--- src/rtl/fc_pkg.sv ---
// Shared types, default widths and arithmetic helper for the fully-connected MAC engine.
package fc_pkg;

  typedef enum logic [1:0] {
    IDLE   = 2'd0,
    ACCUM  = 2'd1,
    OUTPUT = 2'd2
  } fc_state_e;

  localparam int FC_WEIGHT_WIDTH = 8;
  localparam int FC_ACT_WIDTH    = 8;
  localparam int FC_ACC_WIDTH    = 32;
  localparam int FC_PROD_WIDTH   = FC_WEIGHT_WIDTH + FC_ACT_WIDTH;

  // Full signed product of two operands already sign-extended to 32 bits.
  // Callers truncate to their accumulator width, which equals sign-extending
  // the exact product and wrapping modulo 2^ACC_WIDTH.
  function automatic logic signed [63:0] product_extend(input logic signed [31:0] a,
                                                        input logic signed [31:0] b);
    return 64'(a) * 64'(b);
  endfunction

endpackage

--- src/rtl/fc_mac_lane.sv ---
// One neuron's signed multiply-accumulate: clear has priority over enable.
module fc_mac_lane
  import fc_pkg::*;
#(
  parameter int WEIGHT_WIDTH = FC_WEIGHT_WIDTH,
  parameter int ACT_WIDTH    = FC_ACT_WIDTH,
  parameter int ACC_WIDTH    = FC_ACC_WIDTH
) (
  input  logic                           clk,
  input  logic                           rst_n,
  input  logic                           clear_i,
  input  logic                           en_i,
  input  logic signed [ACT_WIDTH-1:0]    act_i,
  input  logic signed [WEIGHT_WIDTH-1:0] weight_i,
  output logic        [ACC_WIDTH-1:0]    acc_o
);

  logic [ACC_WIDTH-1:0] acc_q;
  logic [ACC_WIDTH-1:0] acc_d;

  // Next accumulator value: zero on clear, wrapped sum on an accepted beat.
  always_comb begin
    acc_d = acc_q;
    if (clear_i) begin
      acc_d = '0;
    end else if (en_i) begin
      acc_d = acc_q + ACC_WIDTH'(product_extend(32'(act_i), 32'(weight_i)));
    end
  end

  // Accumulator register, discarded immediately by reset.
  always_ff @(posedge clk or negedge rst_n) begin
    if (!rst_n) begin
      acc_q <= '0;
    end else begin
      acc_q <= acc_d;
    end
  end

  assign acc_o = acc_q;

endmodule

--- src/rtl/fc_layer_mac_engine.sv ---
// Fully-connected layer MAC engine: walks the packed weight ROM one feature per
// accepted activation and presents the raw per-neuron sums downstream.
module fc_layer_mac_engine
  import fc_pkg::*;
#(
  parameter int NUM_INPUTS   = 784,
  parameter int NUM_NEURONS  = 16,
  parameter int WEIGHT_WIDTH = FC_WEIGHT_WIDTH,
  parameter int ACT_WIDTH    = FC_ACT_WIDTH,
  parameter int ACC_WIDTH    = FC_ACC_WIDTH,
  parameter int ADDR_WIDTH   = (NUM_INPUTS > 1) ? $clog2(NUM_INPUTS) : 1
) (
  input  logic                                clk,
  input  logic                                rst_n,
  input  logic                                start,
  output logic                                busy,
  input  logic                                in_valid,
  output logic                                in_ready,
  input  logic signed [ACT_WIDTH-1:0]         in_data,
  output logic [ADDR_WIDTH-1:0]               rom_addr,
  input  logic [NUM_NEURONS*WEIGHT_WIDTH-1:0] rom_data,
  output logic                                out_valid,
  input  logic                                out_ready,
  output logic [NUM_NEURONS*ACC_WIDTH-1:0]    out_data
);

  localparam logic [ADDR_WIDTH-1:0] LAST_IDX = ADDR_WIDTH'(NUM_INPUTS - 1);

  fc_state_e             state_q;
  logic [ADDR_WIDTH-1:0] cnt_q;
  logic                  busy_q;
  logic                  in_ready_q;
  logic                  out_valid_q;

  logic                  accept;
  logic                  clear;

  assign accept = in_ready_q && in_valid;
  assign clear  = (state_q == IDLE) && start;

  // Sequencer: state, feature counter and registered handshake outputs.
  always_ff @(posedge clk or negedge rst_n) begin
    if (!rst_n) begin
      state_q     <= IDLE;
      cnt_q       <= '0;
      busy_q      <= 1'b0;
      in_ready_q  <= 1'b0;
      out_valid_q <= 1'b0;
    end else begin
      case (state_q)
        IDLE: begin
          if (start) begin
            state_q    <= ACCUM;
            cnt_q      <= '0;
            busy_q     <= 1'b1;
            in_ready_q <= 1'b1;
          end
        end
        ACCUM: begin
          if (accept) begin
            if (cnt_q == LAST_IDX) begin
              state_q     <= OUTPUT;
              cnt_q       <= '0;
              in_ready_q  <= 1'b0;
              out_valid_q <= 1'b1;
            end else begin
              cnt_q <= cnt_q + ADDR_WIDTH'(1);
            end
          end
        end
        OUTPUT: begin
          if (out_ready) begin
            state_q     <= IDLE;
            busy_q      <= 1'b0;
            out_valid_q <= 1'b0;
          end
        end
        default: begin
          state_q     <= IDLE;
          cnt_q       <= '0;
          busy_q      <= 1'b0;
          in_ready_q  <= 1'b0;
          out_valid_q <= 1'b0;
        end
      endcase
    end
  end

  // One MAC lane per neuron, each fed its own slice of the packed ROM row.
  for (genvar g = 0; g < NUM_NEURONS; g++) begin : g_lane
    fc_mac_lane #(
      .WEIGHT_WIDTH(WEIGHT_WIDTH),
      .ACT_WIDTH   (ACT_WIDTH),
      .ACC_WIDTH   (ACC_WIDTH)
    ) u_lane (
      .clk     (clk),
      .rst_n   (rst_n),
      .clear_i (clear),
      .en_i    (accept),
      .act_i   (in_data),
      .weight_i(rom_data[g*WEIGHT_WIDTH +: WEIGHT_WIDTH]),
      .acc_o   (out_data[g*ACC_WIDTH +: ACC_WIDTH])
    );
  end

  assign busy      = busy_q;
  assign in_ready  = in_ready_q;
  assign out_valid = out_valid_q;
  assign rom_addr  = cnt_q;

endmodule

--- config.mk ---
export PLATFORM = sky130hd
export DESIGN_NAME = fc_layer_mac_engine
export DESIGN_NICKNAME = d
export VERILOG_FILES = /design/src/rtl/fc_pkg.sv /design/src/rtl/fc_mac_lane.sv /design/src/rtl/fc_layer_mac_engine.sv
export SDC_FILE = /design/constraint.sdc
export NUM_CORES = 2
export LEC_CHECK = 0
export CAP_MARGIN = 25
export CORE_UTILIZATION = 56
export DETAILED_ROUTE_END_ITERATION = 12
export GPL_ROUTABILITY_DRIVEN = 0
export PLACE_DENSITY = 0.77
export SLEW_MARGIN = 20
export SYNTH_ARGS = -nofsm -noshare
export SYNTH_HDL_FRONTEND = slang
export SYNTH_SLANG_ARGS = --single-unit
--- constraint.sdc ---
create_clock -name clk -period 9.3 [get_ports clk]
set_input_delay 2.79 -clock clk [delete_from_list [all_inputs] [get_ports clk]]
set_output_delay 2.79 -clock clk [all_outputs]
set_load 0.01 [all_outputs]
Word level (Yosys, flattened, before mapping)
Index checks and enable logic that the tools add are counted.
{ "totals": {"output_inout_bits": 525, "elab_cells": 123, "ff_bits": 527} }
{ "classes": {"multipliers": 16, "n_eq_ne": 7, "n_mux": 50, "addsub": 17, "bitwise_logic": 3, "reduce_logical": 9} }
{ "ops": {"columns": ["cell", "count"], "rows": [
  ["$mux 32", 32],
  ["$add 32x32->32", 16],
  ["$mul 8x8->16", 16],
  ["$mux 10", 3],
  ["$pmux 10 s3", 1],
  ["$reduce_and 4->1", 3],
  ["$add 10x1->10 const B", 1],
  ["$eq 10x10->1 const B", 1],
  ["$pmux 1 s3", 3],
  ["$mux 2", 4],
  ["$ne 2x2->1 const B", 4],
  ["$mux 1", 6],
  ["$pmux 2 s3", 1],
  ["$reduce_and 3->1", 2],
  ["$not 1->1", 3],
  ["$eq 2x1->1 const B", 1],
  ["$eq 2x2->1 const B", 1],
  ["$logic_and 1x1->1", 2],
  ["$logic_not 2->1", 1],
  ["$reduce_bool 2->1", 1]
]} }

Depth between registers and ports, before layout
{ "depth": {"word_depth": 4, "depth_mapped": 36} }

By module
A second synthesis with hierarchy kept.
{ "hier_totals": {"cells_unflattened": 9980, "hier_area_um2": 87086.0} }
{ "by_module_without_submodules": {"columns": ["module", "instances", "seq_area_each_um2", "cells_each", "area_each_um2"], "rows": [
  ["fc_mac_lane (g_lane[4].u_lane ...)", 5, 800.8, 620, 5415.2],
  ["fc_mac_lane (g_lane[10].u_lane ...)", 4, 800.8, 608, 5347.6],
  ["fc_mac_lane (g_lane[15].u_lane ...)", 3, 800.8, 628, 5405.2],
  ["fc_mac_lane (g_lane[14].u_lane)", 1, 800.8, 633, 5452.7],
  ["fc_mac_lane (g_lane[3].u_lane)", 1, 800.8, 630, 5410.2],
  ["fc_mac_lane (g_lane[0].u_lane)", 1, 800.8, 604, 5388.9],
  ["fc_mac_lane (g_lane[9].u_lane)", 1, 800.8, 612, 5343.9],
  ["fc_layer_mac_engine", 1, 375.4, 85, 808.3]
]} }

Least setup slack after synthesis
Ideal clock, no wire load.
{ "synth_path": {"kind": "input to register", "startpoint": "input in_data[2]", "endpoint": "register g_lane[7].u_lane.acc_q[31]", "path_slack_ns": -1.094, "cell_stages": 31, "required_ns": 9.222, "arrival_time_ns": 10.316, "setup_time_ns": 0.078, "cell_sequence": "clkbuf_1 > clkbuf_1 > clkbuf_1 > nand2_1 > fa_1 > fa_1 > inv_1 > fa_1 > inv_1 > fa_1 > inv_1 > ha_1 > inv_1 > o21bai_1 > a21oi_1 > o21bai_1 > a41oi_1 > a21oi_1 > xnor2_1 > ha_1 > a21o_1 > a21o_1 > a21oi_1 > nand3b_1 > o21ai_0 > nor3_1 > or4b_1 > a41oi_1 > xor2_1 > or3_1 > a21oi_1"} }
{ "synth_via": {"elab_chain_cells": 4} }
{ "synth_lines": {"columns": ["element", "line", "rtl"], "rows": [
  ["from (decl)", "fc_layer_mac_engine.sv:19", "input logic signed [ACT_WIDTH-1:0] in_data,"],
  ["$mul 8x8->16", "fc_pkg.sv:20", "return 64'(a) * 64'(b);"],
  ["$add 32x32->32", "fc_mac_lane.sv:27", "acc_d = acc_q + ACC_WIDTH'(product_extend(32'(act_i), 32'(weight_i)));"],
  ["$mux 32", "fc_mac_lane.sv:26", "end else if (en_i) begin"],
  ["$mux 32", "fc_mac_lane.sv:24", "if (clear_i) begin"],
  ["to (signal assigned)", "fc_mac_lane.sv:34", "acc_q <= '0;"],
  ["to (signal assigned)", "fc_mac_lane.sv:36", "acc_q <= acc_d;"],
  ["to (decl)", "fc_mac_lane.sv:18", "logic [ACC_WIDTH-1:0] acc_q;"]
]} }
No other way between the ends. The select of a mux whose other input is x is not followed.
A chain may end at the register's enable or synchronous reset.

Worst setup path after layout
{ "layout_path": {"startpoint": "input in_data[0]", "endpoint": "register g_lane[14].u_lane.acc_q[31]"} }
{ "layout_via": {"elab_chain_cells": 4} }
{ "layout_lines": {"columns": ["element", "line"], "rows": [
  ["$mul 8x8->16", "fc_pkg.sv:20"],
  ["$add 32x32->32", "fc_mac_lane.sv:27"],
  ["$mux 32", "fc_mac_lane.sv:26"],
  ["$mux 32", "fc_mac_lane.sv:24"],
  ["to (signal assigned)", "fc_mac_lane.sv:34"],
  ["to (signal assigned)", "fc_mac_lane.sv:36"],
  ["to (decl)", "fc_mac_lane.sv:18"]
]} }
No other way between the ends. The select of a mux whose other input is x is not followed.

==> results.sh <==
export IMPL_finalNonFillerCells=13867
export IMPL_end_kind="flip-flop"
export IMPL_area_growth_synth_to_final_pct=29.5
export IMPL_antenna_found_initial=43
export IMPL_avgRoutedWirePerCell_um=19.7
export IMPL_num_rows=141
export IMPL_grt_max_degree=165
export IMPL_worst_path_buf_inv=5
export IMPL_ys_types=85
export IMPL_core_um2=148000
export IMPL_cts_tree="yes"
export IMPL_ys_async_sr_fraction_pct=100
export IMPL_cts_buffers=73
export IMPL_synthCells=9838
export IMPL_synth_top_area_cell="fa_1"
export IMPL_drcViolationCount=0
export IMPL_hold_viol=0
export IMPL_io_pins=666
export IMPL_min_period_over_period_pct=99.3
export IMPL_hold_ws_ps=512
export IMPL_fin_ws_ps=60.8
export IMPL_grt_pass1_vias=81635
export IMPL_synthFlopType="dfrtp_1"
export IMPL_wirelength_um=274000
export IMPL_critPathArrivalTime_ps=9870
export IMPL_rsz0062_at_grt="yes"
export IMPL_grt_util_all_layers_pct=35.3
export IMPL_dp_hpwl_um=215000
export IMPL_critical_path_slowest_cell="fa_1"
export IMPL_setup_viol=0
export IMPL_outcome="completed"
export IMPL_regArea_um2=13200
export IMPL_overflow=0
export IMPL_cts_path_max_buffers=3
export IMPL_htreeDepth=3
export IMPL_worst_pin_slew_ps=1140
export IMPL_syn_avg_cell_area_um2=8.49
export IMPL_ant_nets=0
export IMPL_die_h_um=388
export IMPL_detailed_place_area_um2=104000
export IMPL_synth_top_area_share_pct=21.5
export IMPL_syn_area_um2=83500
export IMPL_first_pass_iters=7
export IMPL_drv_slew=0
export IMPL_fin_nets=13887
export IMPL_synth_edf_count=0
export IMPL_ctsHoldBuffers=0
export IMPL_synth_most_common_cell="inv_1"
export IMPL_crit_fanout=10
export IMPL_start_util_pct=56.5
export IMPL_design_area_um2=108000
export IMPL_crit_family="compound AO/OA/AOI/OAI gates"
export IMPL_multi_input_area_um2=65200
export IMPL_clock_skew_ps=44.8
export IMPL_synth_warnings=0
export IMPL_io_buffer_count=665
export IMPL_cpMostUsedCell="fa_1"
export IMPL_holdCritPathClass="flip-flop to flip-flop"
export IMPL_drive_above_1_share_pct=16.9
export IMPL_crit_path_start_kind="primary input"
export IMPL_critPathKind="primary input to flip-flop"
export IMPL_period_minus_slack_ps=9240
export IMPL_placedCellCount=13659
export IMPL_maxCapViolCount=0
export IMPL_viasPerCell=5.67
export IMPL_clkLatencyLatePin_ps=710
export IMPL_syn_nets=11868
export IMPL_die_area_um2=151000
export IMPL_cts_root_buf="clkbuf_16"
export IMPL_clk_transition_reported_paths_ps=60
export IMPL_maxSlewHeadroom_pct=23.6
export IMPL_ys_seq_area_share_pct=15.8
export IMPL_die_x_um=388
export IMPL_critPathRequiredTime_ps=9930
export IMPL_fill_cells=10553
export IMPL_max_stage_delay_ps=540
export IMPL_grt_pass1_wl_um=425000
export IMPL_cts_sinks=527
export IMPL_yosys_top_cells_count="1469 x inv_1, 1033 x nand2_1, 993 x ha_1"
export IMPL_vias=78676
export IMPL_drt_iter0_drc=4948
export IMPL_netlist_top_cells_area="fa_1 21%, dfrtp_1 16%, ha_1 15%"
export IMPL_max_clock_freq_mhz=108
export IMPL_synth_seq_cells=527
export IMPL_dp_slack_ps=-856
[path summary, 6_finish.rpt]
kind | from | end | depth (start not counted) | slack [ps]
setup / recovery | in_data[0] | g_lane[14].u_lane.acc_o[31] | 29 | 60
hold / removal | g_lane[4].u_lane.acc_o[22] | g_lane[4].u_lane.acc_o[22] | 2 | 510
setup reg to reg | g_lane[6].u_lane.acc_o[0] | g_lane[6].u_lane.acc_o[30] | 16 | 5340
hold reg to reg | g_lane[4].u_lane.acc_o[22] | g_lane[4].u_lane.acc_o[22] | 2 | 510
max in group asynchronous | rst_n | g_lane[1].u_lane.acc_o[24] | 3 | 5590
min in group asynchronous | rst_n | g_lane[4].u_lane.acc_o[20] | 1 | 2040
[worst register-to-register path, cell delays in order, from the launching register on]
cell and delay, ps:
dfrtp_1 390, ha_1 200, inv_1 70, fa_1 410, nor2b_1 180, o21a_1 160, o21ai_0 210, a211oi_1 530
o21ai_0 300, a41oi_1 270, buf_4 180, o41ai_1 80, buf_4 150, o211a_1 260, buf_4 150, a31oi_1 170
o21ai_0 110
[placed cells by master (no fill, tap or decap), types with 46 or more instances in the layout]
master and instances:
nor2b_1 205, clkbuf_16 83, dfrtp_1 527, a21oi_1 787, a31oi_1 46, a21o_1 255
nor3_1 120, fa_1 889, xnor2_1 430, nor2_1 387, o21bai_1 70, nand2b_1 88
and3_1 68, and2_1 706, nand2_1 1030, nand3_1 119, o21a_1 94, or3_1 60
a211oi_1 90, buf_4 1501, inv_1 1453, o21ai_0 285, xor2_1 171, clkdlybuf4s50_1 620
ha_1 966
[sequential cells by signal, summed over array words and instances, names as in the netlist]
signal and flops:
g_lane.u_lane.acc_o 512, rom_addr 10, in_ready 1, out_valid 1, busy 1, state_q 2
[through the flow]
step	util, %	setup TNS [ps]
floorplan	-	-526
detailed placement	70.1	-67910
CTS	71.9	-40.8
global route	73.1	-615
finish	73.1	0
global placement	70.1	-44390
[per-layer routing]
| layer | GRT usage [%] | part of all wire, % | vias up |
|---|---|---|---|
| li1 | - | - | 36355 |
| met1 | 38.9 | 36 | 38580 |
| met2 | 59.8 | 48 | 2780 |
| met3 | 7.78 | 7.8 | 939 |
| met4 | 26.2 | 8.6 | 22 |
| met5 | 0 | 0.050 | - |
[cells by family after synthesis]
family	count (synthesis)	share of synthesized area, %
AOI/OAI and AO/OA	2012	14.9
muxes	33	0.420
xor gates and xnor gates	627	6.59
adders and majority gates	1889	36.4
and+or+nand+nor	2990	18.0
buffers and inverters	1760	7.92
DFF	527	15.8
[final cells by class]
class	instances	share of cell area, %
diodes	27	0.0625
clock buffers	101	1.95
clock inverters	27	0.356
inverters	1469	5.10
multi-input cells	7551	60.3
flip-flops and latches	527	12.2
well taps	1930	2.23
repair buffers	2235	17.8
[repair_timing]
item	CTS	global route
gates resized for setup	14	316
hold endpoints to repair	0	0
setup endpoints to repair	14	109
setup buffers	0	46
pin swaps	4	123
cloned	0	8
Power is left out: the tool's default activity adds up to more than one toggle a clock period on the data nets, which glitch-free logic cannot reach.
